## src/rtl/vm_pkg.sv

```systemverilog
// Shared definitions for the vending-machine front end: button bit map,
// default widths and the chord arbiter state type.
package vm_pkg;

   localparam int unsigned BTN_NEXT   = 0;
   localparam int unsigned BTN_ENTER  = 1;
   localparam int unsigned BTN_AUX    = 2;
   localparam int unsigned BTN_CHANGE = 3;

   localparam int unsigned N_BTN_DEFAULT = 4;
   localparam int unsigned N_SW_DEFAULT  = 4;

   typedef enum logic {
      ARMED,
      LOCKED
   } arb_state_t;

endpackage

```

## src/rtl/debounce_cell.sv

```systemverilog
// One input path: 2-FF synchroniser followed by a hold-time debouncer that
// only accepts a new level after it persists for DEBOUNCE_CYCLES cycles.
module debounce_cell #(
   parameter int unsigned DEBOUNCE_CYCLES = 1_000_000
) (
   input  logic clk,
   input  logic rst,
   input  logic din,
   output logic dout
);

   localparam int unsigned CW = $clog2(DEBOUNCE_CYCLES);
   localparam logic [CW-1:0] CNT_MAX = CW'(DEBOUNCE_CYCLES - 1);

   logic          meta;
   logic          s;
   logic          stable;
   logic [CW-1:0] cnt;

   // Any sample equal to stable restarts the count, so the counter can
   // never pass CNT_MAX and needs no wrap protection.
   always_ff @(posedge clk) begin
      if (rst) begin
         meta   <= 1'b0;
         s      <= 1'b0;
         stable <= 1'b0;
         cnt    <= '0;
      end else begin
         meta <= din;
         s    <= meta;
         if (s == stable) begin
            cnt <= '0;
         end else if (cnt == CNT_MAX) begin
            stable <= s;
            cnt    <= '0;
         end else begin
            cnt <= cnt + 1'b1;
         end
      end
   end

   assign dout = stable;

endmodule

```

## src/rtl/btn_conditioner.sv

```systemverilog
// Debounces buttons and switches, then turns clean button presses into
// single-cycle strobes while locking out chorded presses.
module btn_conditioner
   import vm_pkg::*;
#(
   parameter int unsigned N_BTN           = N_BTN_DEFAULT,
   parameter int unsigned N_SW            = N_SW_DEFAULT,
   parameter int unsigned DEBOUNCE_CYCLES = 1_000_000
) (
   input  logic             clk,
   input  logic             rst,
   input  logic [N_BTN-1:0] btn_raw,
   input  logic [N_SW-1:0]  sw_raw,
   output logic [N_BTN-1:0] btn_level,
   output logic [N_BTN-1:0] btn_pulse,
   output logic [N_SW-1:0]  sw_stable,
   output logic             chord_err
);

   for (genvar i = 0; i < int'(N_BTN); i++) begin : g_btn
      debounce_cell #(
         .DEBOUNCE_CYCLES(DEBOUNCE_CYCLES)
      ) u_cell (
         .clk (clk),
         .rst (rst),
         .din (btn_raw[i]),
         .dout(btn_level[i])
      );
   end

   for (genvar i = 0; i < int'(N_SW); i++) begin : g_sw
      debounce_cell #(
         .DEBOUNCE_CYCLES(DEBOUNCE_CYCLES)
      ) u_cell (
         .clk (clk),
         .rst (rst),
         .din (sw_raw[i]),
         .dout(sw_stable[i])
      );
   end

   arb_state_t       state;
   arb_state_t       state_next;
   logic [N_BTN-1:0] level_d;
   logic [N_BTN-1:0] rise;
   logic [N_BTN-1:0] others;
   logic [N_BTN-1:0] pulse_next;
   logic             err_next;

   always_ff @(posedge clk) begin
      if (rst) begin
         state     <= ARMED;
         level_d   <= '0;
         btn_pulse <= '0;
         chord_err <= 1'b0;
      end else begin
         state     <= state_next;
         level_d   <= btn_level;
         btn_pulse <= pulse_next;
         chord_err <= err_next;
      end
   end

   // A press is clean only if it is the sole rising bit and nothing else is
   // already held; anything else is a chord and locks until all released.
   always_comb begin
      state_next = state;
      pulse_next = '0;
      err_next   = 1'b0;
      rise       = btn_level & ~level_d;
      others     = btn_level & ~rise;
      case (state)
         ARMED: begin
            if (rise != '0) begin
               if ($onehot(rise) && (others == '0)) begin
                  pulse_next = rise;
               end else begin
                  err_next   = 1'b1;
                  state_next = LOCKED;
               end
            end
         end
         LOCKED: begin
            if (btn_level == '0) begin
               state_next = ARMED;
            end
         end
         default: state_next = ARMED;
      endcase
   end

endmodule

```

## config.mk

```make
export PLATFORM = sky130hd
export DESIGN_NAME = btn_conditioner
export DESIGN_NICKNAME = d
export VERILOG_FILES = /design/src/rtl/vm_pkg.sv /design/src/rtl/debounce_cell.sv /design/src/rtl/btn_conditioner.sv
export SDC_FILE = /design/constraint.sdc
export NUM_CORES = 1
export LEC_CHECK = 0
export CORE_ASPECT_RATIO = 0.9
export CORE_MARGIN = 2
export CORE_UTILIZATION = 50
export DETAILED_ROUTE_END_ITERATION = 7
export HOLD_SLACK_MARGIN = 0.05
export PLACE_DENSITY_LB_ADDON = 0.1
export SLEW_MARGIN = 20
export SYNTH_ARGS = -nofsm -noshare
export SYNTH_HDL_FRONTEND = slang
export SYNTH_SLANG_ARGS = --single-unit
```

## constraint.sdc

```tcl
create_clock -name clk -period 2.3 [get_ports clk]
set_input_delay 0.69 -clock clk [delete_from_list [all_inputs] [get_ports clk]]
set_output_delay 0.69 -clock clk [all_outputs]
set_load 0.02 [all_outputs]
```

After elaboration in Yosys (flattened, before gate mapping)
Index checks and enable logic that the tools add are counted.
{"block": "totals", "regBits": 194, "out_inout_bits": 13, "word_cells": 105}
{"block": "op_classes", "add_sub_neg": 11, "eq_ne": 17, "mux": 4, "bitwise": 15, "reduce_logical": 22}
{"cell": "$add 20x1->20 const B", "count": 8}
{"cell": "$eq 20x20->1 const B", "count": 8}
{"cell": "$reduce_or 3->1", "count": 8}
{"cell": "$reduce_and 2->1", "count": 8}
{"cell": "$not 1->1", "count": 11}
{"cell": "$and 4x4->4", "count": 2}
{"cell": "$eq 1x1->1", "count": 8}
{"cell": "$logic_not 4->1", "count": 2}
{"cell": "$not 4->4", "count": 2}
{"cell": "$add 1x1->2", "count": 2}
{"cell": "$reduce_bool 4->1", "count": 1}
{"cell": "$reduce_or 4->1", "count": 1}
{"cell": "$add 2x2->3", "count": 1}
{"cell": "$eq 3x1->1 const B", "count": 1}
{"cell": "$mux 1", "count": 3}
{"cell": "$pmux 1 s2", "count": 1}
{"cell": "$reduce_or 2->1", "count": 1}
{"cell": "$logic_and 1x1->1", "count": 1}

Longest topological paths before layout
Gate-level depths: netlist of run 1.
{"block": "logic_depth", "word_depth": 9, "ltp_mapped": 9}

By module
Synthesis of run 1 repeated with hierarchy kept, for this count alone.
{"block": "unflattened", "cells_unflattened": 968, "hier_area_um2": 8918.6}
{"module": "debounce_cell", "n_inst": 8, "cells_per_inst": 116, "area_each_um2": 1058.5}
{"module": "btn_conditioner", "n_inst": 1, "cells_per_inst": 40, "area_each_um2": 450.4}

Least setup slack after synthesis of run 1
No wires, ideal clock.
{"block": "synth_path", "path_kind": "reg2reg", "from": "reg g_btn[0].u_cell.stable", "to": "reg state", "t_arrival_ns": 1.986, "required_time_ns": 2.184, "path_slack_ns": 0.198, "stages_incl_launch_ff": 9, "path_cell_list": "dfxtp_1 -> nor2b_1 -> fa_1 -> ha_1 -> ha_1 -> nor2_1 -> nand4_1 -> and2_1 -> a31o_2"}
{"block": "synth_between", "elab_chain_len": 8, "word_cells_on_any_way": 14}
{"item": "start: declaration", "line": "debounce_cell.sv:17", "text": "logic stable;"}
{"item": "start signal: assignment", "line": "debounce_cell.sv:34", "text": "stable <= s;"}
{"item": "$and 4x4->4 (*)", "line": "btn_conditioner.sv:70", "text": "rise = btn_level & ~level_d;"}
{"item": "net rise[0]", "line": "btn_conditioner.sv:45", "text": "logic [N_BTN-1:0] rise;"}
{"item": "$add 1x1->2 (implied by the code) or $not 4->4 (tied branches)", "line": "btn_conditioner.sv:75, btn_conditioner.sv:71"}
{"item": "$add 2x2->3 (implied by the code) or $and 4x4->4 (tied branches)", "line": "btn_conditioner.sv:75, btn_conditioner.sv:71"}
{"item": "$eq 3x1->1 or $logic_not 4->1 (tied branches)", "line": "btn_conditioner.sv:75", "text": "if ($onehot(rise) && (others == '0)) begin"}
{"item": "$logic_and 1x1->1", "line": "btn_conditioner.sv:75"}
{"item": "$mux 1", "line": "btn_conditioner.sv:75"}
{"item": "$mux 1 (*)", "line": "btn_conditioner.sv:74", "text": "if (rise != '0) begin"}
{"item": "$pmux 1 s2 (*)", "line": "btn_conditioner.sv:72", "text": "case (state)"}
{"item": "end signal: assignment", "line": "btn_conditioner.sv:57", "text": "state <= state_next;"}
{"item": "end: declaration", "line": "btn_conditioner.sv:42", "text": "arb_state_t state;"}
Mark *: on every way through the listed nets, which the timed path passes. The rest lies on a longest branch.
A chain may end at the register's enable or synchronous reset.

Final worst setup path of run 1
{"block": "layout_path", "from": "reg g_btn[2].u_cell.stable", "to": "out btn_level[2]"}
{"item": "start: declaration", "line": "debounce_cell.sv:17"}
{"item": "start signal: assignment", "line": "debounce_cell.sv:34"}
{"item": "end: declaration", "line": "btn_conditioner.sv:14", "text": "output logic [N_BTN-1:0] btn_level,"}
No word-level cell between the ends.

==> out/qor.yml, run 1 <==
finalHoldViolations: 0
synth_compound_area_share_pct: 5.96
die_w_um: 142
nets: 1035
grt_max_degree: 27
crit_family: "buffers and inverters"
maxCapViolCount: 0
gp_congestion: 0.804
diodes: 0
drive_above_1_share_pct: 8.09
tns_ns: 0
critPathArrivalTime_ns: 1.51
drt_iter0_markers: 287
hpwl_mm: 11.0
antenna_found_initial: 0
max_slew_margin_pct: 60.8
hold_buffers: 0
gr-total-overflow: 0
setup_viol_count_final: 0
avgSynthCellArea_um2: 8.81
synth_top_family_by_area: "simple AND/OR/NAND/NOR gates"
placementRows: 45
path_max_fanout: 6
synth_area_leaders: "dfxtp_1, xnor2_1, nor2_1"
hold_path_class: "reg -> reg"
numCtsBuffers: 17
synthMuxAreaShare_pct: 0.467
status: "finished, final reports clean"
tightest_slew_ns: 0.582
grt_pass1_vias: 6100
synth_top_area_share_pct: 45.3
area_growth_pct: 14.6
post_cts_buffers: 0
rsz0062_at_grt: "false"
vdd_drop_max_uv: 604
cts_tree: "yes"
ys_async_sr_fraction_pct: 0
path_cells: "clkdlybuf4s50_1"
slowest_delay_ns: 0.65
period_minus_slack_ns: 2.20
p_leak_nw: 2.88
clkLatencyLatePin_ns: 0.42
grt_usage_pct: 18.4
worst-path-buf-inv: 1
critPathKind: "reg -> out"
drt_wl_total_mm: 15.8
cts.sinks: 194
fp.coreArea_um2: 16800
io_pins: 23
synth_edf_count: 0
setup_ws_ns: 0.0981
routed_via_density: 5.32
synth_ff_type: "dfxtp_1"
cts_resized: 0
start_kind: "register"
synth.distinct_cells: 57
slowest_stage: "clkdlybuf4s50_1"
htreeDepth: 4
portBuffers: 22
clkTransAtPathRegs_ns: 0.06
grt_pass1_wl_mm: 27.9
dp_worst_setup_slack_ns: 0.122
report.final.slew_viol_count: 0
post-route-period-util_pct: 95.7
worst_setup_path_end_kind: "output port"
vias: 6580
synth_simple_gate_area_share_pct: 29.7
dr.pass1.iters: 5
netlist_instances: 972
p_total_mw: 6.86
fp.dieH_um: 128
ys_seq_elements: 194
yosys.area_share.xor_xnor_pct: 12.7
skew_ns: 0.0100
p_per_area_nw_per_um2: 699
clk_path_buf_depth: 2
synth_area_um2: 8570
cts_root_buf: "clkbuf_16"
fmax_ghz: 0.454
die_area_um2: 18200
holdWs_ns: 0.438
syn_nets: 994
ys.warnings.count: 0
drtAntennaViolNets: 0
start_util_pct: 50.9
worst_ep_required_time_ns: 1.61
routedWlPerCell_um: 12.7
yosysTopAreaCell: "dfxtp_1"
synthAdderAreaFrac_pct: 1.84
route.detailed.drc: 0
synth-seq-area-share_pct: 45.3
==> routing by layer <==
layer	up-vias	global-route usage [%]	share of wire (%)
li1	3471	-	-
met1	3032	25.2	52
met2	68	29.6	44
met3	9	4.37	3.6
met4	0	4.35	0.62
met5	-	0	0
==> cell usage after synthesis (2+ instances only) <==
cell type and number:
dfxtp_1 194, and4_1 6, o21a_1 2, o41ai_1 4, xor2_1 26, buf_4 10, nand3_1 50, a22oi_1 2
nor3_1 38, nand4b_1 4, o31ai_1 10, a21oi_1 26, or3b_2 3, nor3b_1 4, mux2i_1 4, or4_1 19
clkbuf_1 13, o21ai_1 4, nor2_1 163, nand4_1 45, buf_2 5, nand2b_1 4, o221ai_1 3, or2_2 8
a211oi_1 2, o21ai_2 2, nor2b_1 23, and2_1 3, nor4b_1 14, or4b_1 2, nand2_1 36, ha_1 11
xnor2_1 98, or3_1 12, nor4_1 35, o21ai_0 15, inv_1 47, and3_1 6
==> flip-flops by register name, indices dropped and copies added (netlist names) <==
signal             count
g_btn.u_cell.cnt      80
g_sw.u_cell.cnt       80
btn_pulse              4
g_btn.u_cell.dout      4
g_btn.u_cell.meta      4
g_btn.u_cell.s         4
g_sw.u_cell.dout       4
g_sw.u_cell.meta       4
g_sw.u_cell.s          4
level_d                4
chord_err              1
state                  1
==> cells by family after synthesis <==
family | count (synthesis)
simple gates | 483
flops | 194
xor+xnor | 124
buf+inv | 78
compound gates | 77
fa+ha+maj | 12
mux | 4
==> metrics by stage <==
| stage | area [µm²] | utilization [%] | cells |
|---|---|---|---|
| 2_1_floorplan | 8570 | - | 972 |
| 3_3_place_gp | 9120 | 54.2 | 1205 |
| 3_5_place_dp | 9120 | 54.2 | 1205 |
| 4_1_cts | 9820 | 58.3 | 1237 |
| 5_1_grt | 9820 | 58.3 | 1237 |
| 6_report | 9820 | 58.3 | 1237 |
==> final timing paths <==
kind / end / depth (start not counted) / slack (ns) / from
setup reg to reg: state / 9 / 0.15 / level_d[1]
hold / removal: g_btn[0].u_cell.s / 1 / 0.44 / g_btn[0].u_cell.meta
hold reg to reg: g_btn[0].u_cell.s / 1 / 0.44 / g_btn[0].u_cell.meta
setup / recovery: btn_level[2] / 1 / 0.1 / g_btn[2].u_cell.dout
==> cell usage in the layout (no fill, tap or decap), types with 12 or more instances in the layout <==
| master | instances |
|---|---|
| clkbuf_16 | 17 |
| nor3_1 | 38 |
| a21oi_1 | 26 |
| clkdlybuf4s50_1 | 21 |
| buf_4 | 30 |
| nor2_1 | 163 |
| nand2_1 | 36 |
| inv_1 | 47 |
| nor4_1 | 35 |
| xnor2_1 | 98 |
| or3_1 | 12 |
| o21ai_0 | 15 |
| xor2_1 | 26 |
| nand3_1 | 50 |
| dfxtp_1 | 194 |
| or4_1 | 19 |
| nand4_1 | 45 |
| nor4b_1 | 14 |
| nor2b_1 | 23 |
==> power breakdown <==
part	total, mW	switching, mW	internal (mW)
Combinational	0.0896	0.0492	0.0403
Sequential	3.39	0.00984	3.38
Clock	3.39	1.20	2.18
Total	6.86	1.26	5.60
==> final cells by class <==
class	count	area, µm²
fill	1532	7020
sequential	194	3880
timing repair buffer	53	460
clock inverter	9	198
clock buffer	23	498
tap	211	264
multi-input combinational	700	4340
inverter	47	176
(Power assumes the default switching activity.)
==> inputs of run 2 (changes only) <==
==> constraint.sdc (replaced) <==
create_clock -name clk -period 1.8 [get_ports clk]
set_input_delay 0.54 -clock clk [delete_from_list [all_inputs] [get_ports clk]]
set_output_delay 0.54 -clock clk [all_outputs]
set_load 0.02 [all_outputs]
==> run 2 against run 1 <==
The flow now finishes with violations (setup timing). Register-to-register slack worse by 0.38 ns. Clock-buffer cell count is 2 lower. Clock power rose by 20%. Critical endpoint is now state. Largest power group unchanged.
==> out/qor.yml, run 2 (synthesis results as in run 1) <==
final_common_cell: "dfxtp_1"  # unchanged
slowest_delay_ns: 0.54  # was 0.65 ns
wl_met1_mm: 8.72  # was 8.15 mm
placementRows: 45  # unchanged
critPathArrivalTime_ns: 2.36  # was 1.51 ns
start_util_pct: 50.9  # unchanged
drt_iter0_markers: 276  # was 287
holdWs_ns: 0.439  # was 0.438 ns
cts.sinks: 194  # unchanged
top_regs: "g_btn.u_cell.cnt (80), g_sw.u_cell.cnt (80)"  # unchanged
final_cells: 1335  # was 1237
clkTransAtPathRegs_ns: 0.07  # was 0.06 ns
crit_family: "adder cells"  # was buffers and inverters
report.final.slew_viol_count: 0  # unchanged
dp.cells: 1302  # was 1205
diodes: 0  # unchanged
tns_ns: -2.26  # was 0 ns
clkLatencyLatePin_ns: 0.43  # was 0.42 ns
status: "complete, but fails checks"  # was finished, final reports clean
final_util_pct: 63.6  # was 58.3%
vdd_drop_max_uv: 606  # was 604 µV
worst_setup_path_end_kind: "register"  # was output port
period_minus_slack_ns: 2.03
path_max_fanout: 2  # was 6
tightest_slew_ns: 0.473  # was 0.582 ns
hold_buffers: 0  # unchanged
route.detailed.drc: 0  # unchanged
power_frac_seq_pct: 50.6  # was 49.3%
nets: 1135  # was 1035
start_kind: "register"  # unchanged
setup_viol_count_final: 26  # was 0
numCtsBuffers: 17  # unchanged
p_leak_nw: 3.44  # was 2.88 nW
area_growth_pct: 25.1  # was 14.6%
wl_met3_um: 366  # was 561 µm
die_area_um2: 18200  # unchanged
hold_path_class: "reg -> reg"  # unchanged
die_w_um: 142  # unchanged
clkPwrFrac_pct: 47.7  # was 49.4%
rsz0062_at_grt: "true"  # was false
failed_checks: "setup timing"
grt_pass1_wl_mm: 30.4  # was 27.9 mm
gr-total-overflow: 0  # unchanged
drive_above_1_share_pct: 20.3  # was 8.09%
fmax_ghz: 0.493
vias: 6967  # was 6580
cts_root_buf: "clkbuf_16"  # unchanged
hpwl_mm: 12.2  # was 11.0 mm
drt_wl_total_mm: 17.1  # was 15.8 mm
routedWlPerCell_um: 12.8  # was 12.7 µm
path_cells: "nand2b_4 > inv_2 > fa_1 > ha_2 > ha_4 > nor2_4 > nand4_1 > and2_4 > a31o_4"  # was clkdlybuf4s50_1
skew_ns: 0.00754  # was 0.0100 ns
combPwrFrac_pct: 1.7  # was 1.3%
gp_congestion: 0.842  # was 0.804
routed_via_density: 5.22  # was 5.32
wl_met2_mm: 7.77  # was 6.95 mm
drtAntennaViolNets: 0  # unchanged
switching_share_pct: 19.1  # was 18.4%
fp.dieH_um: 128  # unchanged
worst_ep_required_time_ns: 2.13  # was 1.61 ns
grt_usage_pct: 20.3  # was 18.4%
p_per_area_nw_per_um2: 797  # was 699 nW/µm²
cts_tree: "yes"  # unchanged
power.internal_mw: 6.91  # was 5.60 mW
worst-path-buf-inv: 1  # unchanged
design_area_um2: 10700  # was 9820 µm²
antenna_found_initial: 0  # unchanged
place_area_um2: 9920  # was 9120 µm²
post-route-period-util_pct: 113
routed.top_layer: "met4"  # unchanged
io_pins: 23  # unchanged
portBuffers: 22  # unchanged
layout_common_cells: "dfxtp_1, nor2_1, buf_4, xnor2_1, nand3_1"  # was dfxtp_1, nor2_1, xnor2_1, nand3_1, inv_1
critPathKind: "reg -> reg"  # was reg -> out
slowest_stage: "fa_1"  # was clkdlybuf4s50_1
htreeDepth: 4  # unchanged
grt_pass1_vias: 6516  # was 6100
dr.pass1.iters: 7  # was 5
finalHoldViolations: 0  # unchanged
grt_max_degree: 21  # was 27
clk_path_buf_depth: 2  # unchanged
max_slew_margin_pct: 68.5  # was 60.8%
setup_ws_ns: -0.228  # was 0.0981 ns
p_switching_mw: 1.63  # was 1.26 mW
maxCapViolCount: 0  # unchanged
fp.coreArea_um2: 16800  # unchanged
## run 2: changes by cell type in the layout (fill, tap and decap cells not counted), sizes merged
cell,change
clkdlybuf4s15,+2
bufinv,-1
dlygate4sd2,+10
clkbuf,-1
buf,+100
clkdlybuf4s50,-13
clkinv,+1
## run 2: through the flow
step,setup WS [ns],total power [mW]
finish,-0.228,8.54
global route,-0.321,8.84
CTS,-0.218,8.65
detailed placement,-0.248,4.56
global placement,-0.204,4.56
floorplan,-0.161,4.49
## run 2: routing by layer
metal | vias to the layer above | track usage (%)
li1 | 3671 | -
met5 | - | 0
met4 | 0 | 7.18
met2 | 67 | 32.6
met3 | 21 | 3.74
met1 | 3208 | 27.6
## run 2: power groups by stage
| stage | registers (mW) | logic (mW) | clock network (mW) |
|---|---|---|---|
| global placement | 4.42 | 0.135 | 0 |
| finish | 4.32 | 0.142 | 4.08 |
| CTS | 4.32 | 0.139 | 4.19 |
| global route | 4.32 | 0.158 | 4.35 |
| floorplan | 4.42 | 0.0700 | 0 |
| detailed placement | 4.42 | 0.136 | 0 |
## run 2: final cells by class
type,instances,area (µm²)
clock buffers,21,460
clock inverters,9,180
fillers,1441,6120
inverters,47,176
multi-input cells,700,4510
flip-flops and latches,194,3900
well taps,211,264
repair buffers,153,1220
## run 2: path summary, 6_finish.rpt
kind                             start  slack (ns)           endpoint  cells after the start
setup / recovery            level_d[1]       -0.23              state                      9
hold reg to reg   g_btn[3].u_cell.meta        0.44  g_btn[3].u_cell.s                      1
hold / removal    g_btn[3].u_cell.meta        0.44  g_btn[3].u_cell.s                      1
setup reg to reg            level_d[1]       -0.23              state                      9
## run 2: repair_timing
item	4_1_cts	5_1_grt
endpoints found under the setup margin	40	87
buffers inserted	1	0
gates resized for setup	33	30
cloned	1	1
pin swaps	10	8
==> inputs of run 3 (changes only) <==
--- a/config.mk
+++ b/config.mk
@@ -9,8 +9,9 @@
 export CORE_MARGIN = 2
 export CORE_UTILIZATION = 50
 export DETAILED_ROUTE_END_ITERATION = 7
+export GPL_TIMING_DRIVEN = 0
 export HOLD_SLACK_MARGIN = 0.05
-export PLACE_DENSITY_LB_ADDON = 0.1
+export PLACE_DENSITY = 0.67
 export SLEW_MARGIN = 20
 export SYNTH_ARGS = -nofsm -noshare
 export SYNTH_HDL_FRONTEND = slang
==> constraint.sdc (replaced) <==
create_clock -name clk -period 2 [get_ports clk]
set_input_delay 0.6 -clock clk [delete_from_list [all_inputs] [get_ports clk]]
set_output_delay 0.6 -clock clk [all_outputs]
set_load 0.02 [all_outputs]
==> run 3 against run 2 <==
The run still ends with setup timing left. Die area is the same. Worst setup slack improved by 0.18 ns. Cell count shrank 5.2%. Critical path depth unchanged. Cell area is 5.4% lower. Clock-buffer cell count fell by 4. Maximum frequency decreased by 1.1%. Core utilization fell by 3.4 points. Critical path type unchanged. Critical endpoint unchanged. Largest power group unchanged.
==> out/qor.yml, run 3 (synthesis results as in run 1) <==
worst-path-buf-inv: 1  # unchanged
holdWs_ns: 0.430  # was 0.439 ns
htreeDepth: 4  # unchanged
numCtsBuffers: 17  # unchanged
tightest_slew_ns: 0.592  # was 0.473 ns
gp_congestion: 0.834  # was 0.842
fill_cells: 1462  # was 1441
gr-total-overflow: 0  # unchanged
routedWlPerCell_um: 13.4  # was 12.8 µm
route.detailed.drc: 0  # unchanged
max_slew_margin_pct: 60.6  # was 68.5%
rsz0062_at_grt: "true"  # unchanged
skew_ns: 0.0101  # was 0.00754 ns
portBuffers: 21  # was 22
die_area_um2: 18200  # unchanged
period_minus_slack_ns: 2.05  # was 2.03 ns
hold_buffers: 0  # unchanged
setup_ws_ns: -0.0500  # was -0.228 ns
cts.sinks: 194  # unchanged
p_leak_nw: 3.01  # was 3.44 nW
slowest_stage: "fa_1"  # unchanged
drt_wl_total_mm: 17.0  # was 17.1 mm
p_total_mw: 7.27  # was 8.54 mW
grt_pass1_vias: 6189  # was 6516
clk_path_buf_depth: 2  # unchanged
cts_root_buf: "clkbuf_16"  # unchanged
p_per_area_nw_per_um2: 717  # was 797 nW/µm²
clkTransAtPathRegs_ns: 0.07  # about the same
report.final.slew_viol_count: 0  # unchanged
top_regs: "g_btn.u_cell.cnt (80), g_sw.u_cell.cnt (80)"  # unchanged
fmax_ghz: 0.488  # was 0.493 GHz
design_area_um2: 10100  # was 10700 µm²
layout_common_cells: "dfxtp_1, nor2_1, xnor2_1"  # was dfxtp_1, nor2_1, buf_4, xnor2_1, nand3_1
path_max_fanout: 3  # was 2
die_w_um: 142  # unchanged
dp.cells: 1204  # was 1302
critPathKind: "reg -> reg"  # unchanged
start_kind: "register"  # unchanged
hold_path_class: "reg -> reg"  # unchanged
cts_tree: "yes"  # unchanged
crit_family: "adder cells"  # unchanged
antenna_found_initial: 0  # unchanged
dr.pass1.iters: 4  # was 7
slowest_delay_ns: 0.54  # about the same
drt_iter0_markers: 208  # was 276
start_util_pct: 50.9  # unchanged
fp.dieH_um: 128  # unchanged
grt_pass1_wl_mm: 28.7  # was 30.4 mm
maxCapViolCount: 0  # unchanged
dp_worst_setup_slack_ns: -0.597  # was -0.248 ns
place_area_um2: 9070  # was 9920 µm²
vias: 6786  # was 6967
worst_ep_required_time_ns: 2.33  # was 2.13 ns
drtAntennaViolNets: 0  # unchanged
critPathArrivalTime_ns: 2.38  # was 2.36 ns
finalHoldViolations: 0  # unchanged
post-route-period-util_pct: 103  # was 113%
tns_ns: -0.390  # was -2.26 ns
path_cells: "nand2b_4 > inv_2 > fa_1 > ha_2 > ha_4 > nor2_2 > nand4_1 > and2_4 > a31o_4"  # was nand2b_4 > inv_2 > fa_1 > ha_2 > ha_4 > nor2_4 > nand4_1 > and2_4 > a31o_4
nets: 1064  # was 1135
failed_checks: "setup timing"  # unchanged
clkLatencyLatePin_ns: 0.43  # about the same
placementRows: 45  # unchanged
fp.coreArea_um2: 16800  # unchanged
setup_viol_count_final: 18  # was 26
routed_via_density: 5.36  # was 5.22
hpwl_mm: 11.3  # was 12.2 mm
io_pins: 23  # unchanged
final_cells: 1266  # was 1335
worst_setup_path_end_kind: "register"  # unchanged
area_growth_pct: 18.4  # was 25.1%
grt_usage_pct: 19.3  # was 20.3%
drive_above_1_share_pct: 14.9  # was 20.3%
grt_max_degree: 20  # was 21
diodes: 0  # unchanged
status: "complete, but fails checks"  # unchanged
final_util_pct: 60.2  # was 63.6%
vdd_drop_max_uv: 555  # was 606 µV
final_common_cell: "dfxtp_1"  # unchanged
==> run 3: cell types whose count changed in the layout (fill, tap and decap cells not counted), sizes merged <==
| cell | before | now |
|---|---|---|
| buf | 132 | 48 |
| clkinvlp | 1 | 2 |
| dlygate4sd2 | 10 | 7 |
| bufinv | 5 | 0 |
| clkinv | 3 | 2 |
| inv | 47 | 58 |
| clkbuf | 22 | 31 |
| clkdlybuf4s50 | 8 | 10 |
| dlymetal6s2s | 0 | 1 |
==> run 3: repair_timing <==
item | CTS | global route
resized for setup | 40 | 51
pin swaps | 9 | 24
setup buffers | 16 | 15
cloned | 1 | 0
endpoints found under the setup margin | 119 | 113
==> run 3: worst paths after layout <==
kind | start | slack [ns] | cells past startpoint | to
setup / recovery | level_d[3] | -0.05 | 9 | state
hold / removal | g_btn[1].u_cell.meta | 0.43 | 1 | g_btn[1].u_cell.s
setup reg to reg | level_d[3] | -0.05 | 9 | state
hold reg to reg | g_btn[1].u_cell.meta | 0.43 | 1 | g_btn[1].u_cell.s
==> run 3: metal layers <==
layer  GRT usage, %  share of wire [%]  vias to the layer above
met3           4.07                2.3                       21
met1           26.2                 50                     3166
met4           6.29                1.4                        0
met5              0                  0                        -
li1               -                  -                     3535
met2           31.0                 46                       64
==> run 3: power by group <==
part           switching (mW)  internal (mW)
Combinational          0.0669         0.0538
Sequential             0.0118           3.87
Clock                    1.62           1.65
Total                    1.70           5.58
==> run 3: area by class of cell <==
class	count	area [µm²]	area share (%)
plain buffers	29	173	1.70
clock buffers	17	425	4.20
clock inverters	15	134	1.32
inverters	47	176	1.74
multi-input cells	700	4600	45.3
flip-flops and latches	194	3910	38.6
well taps	211	264	2.60
repair buffers	53	460	4.54
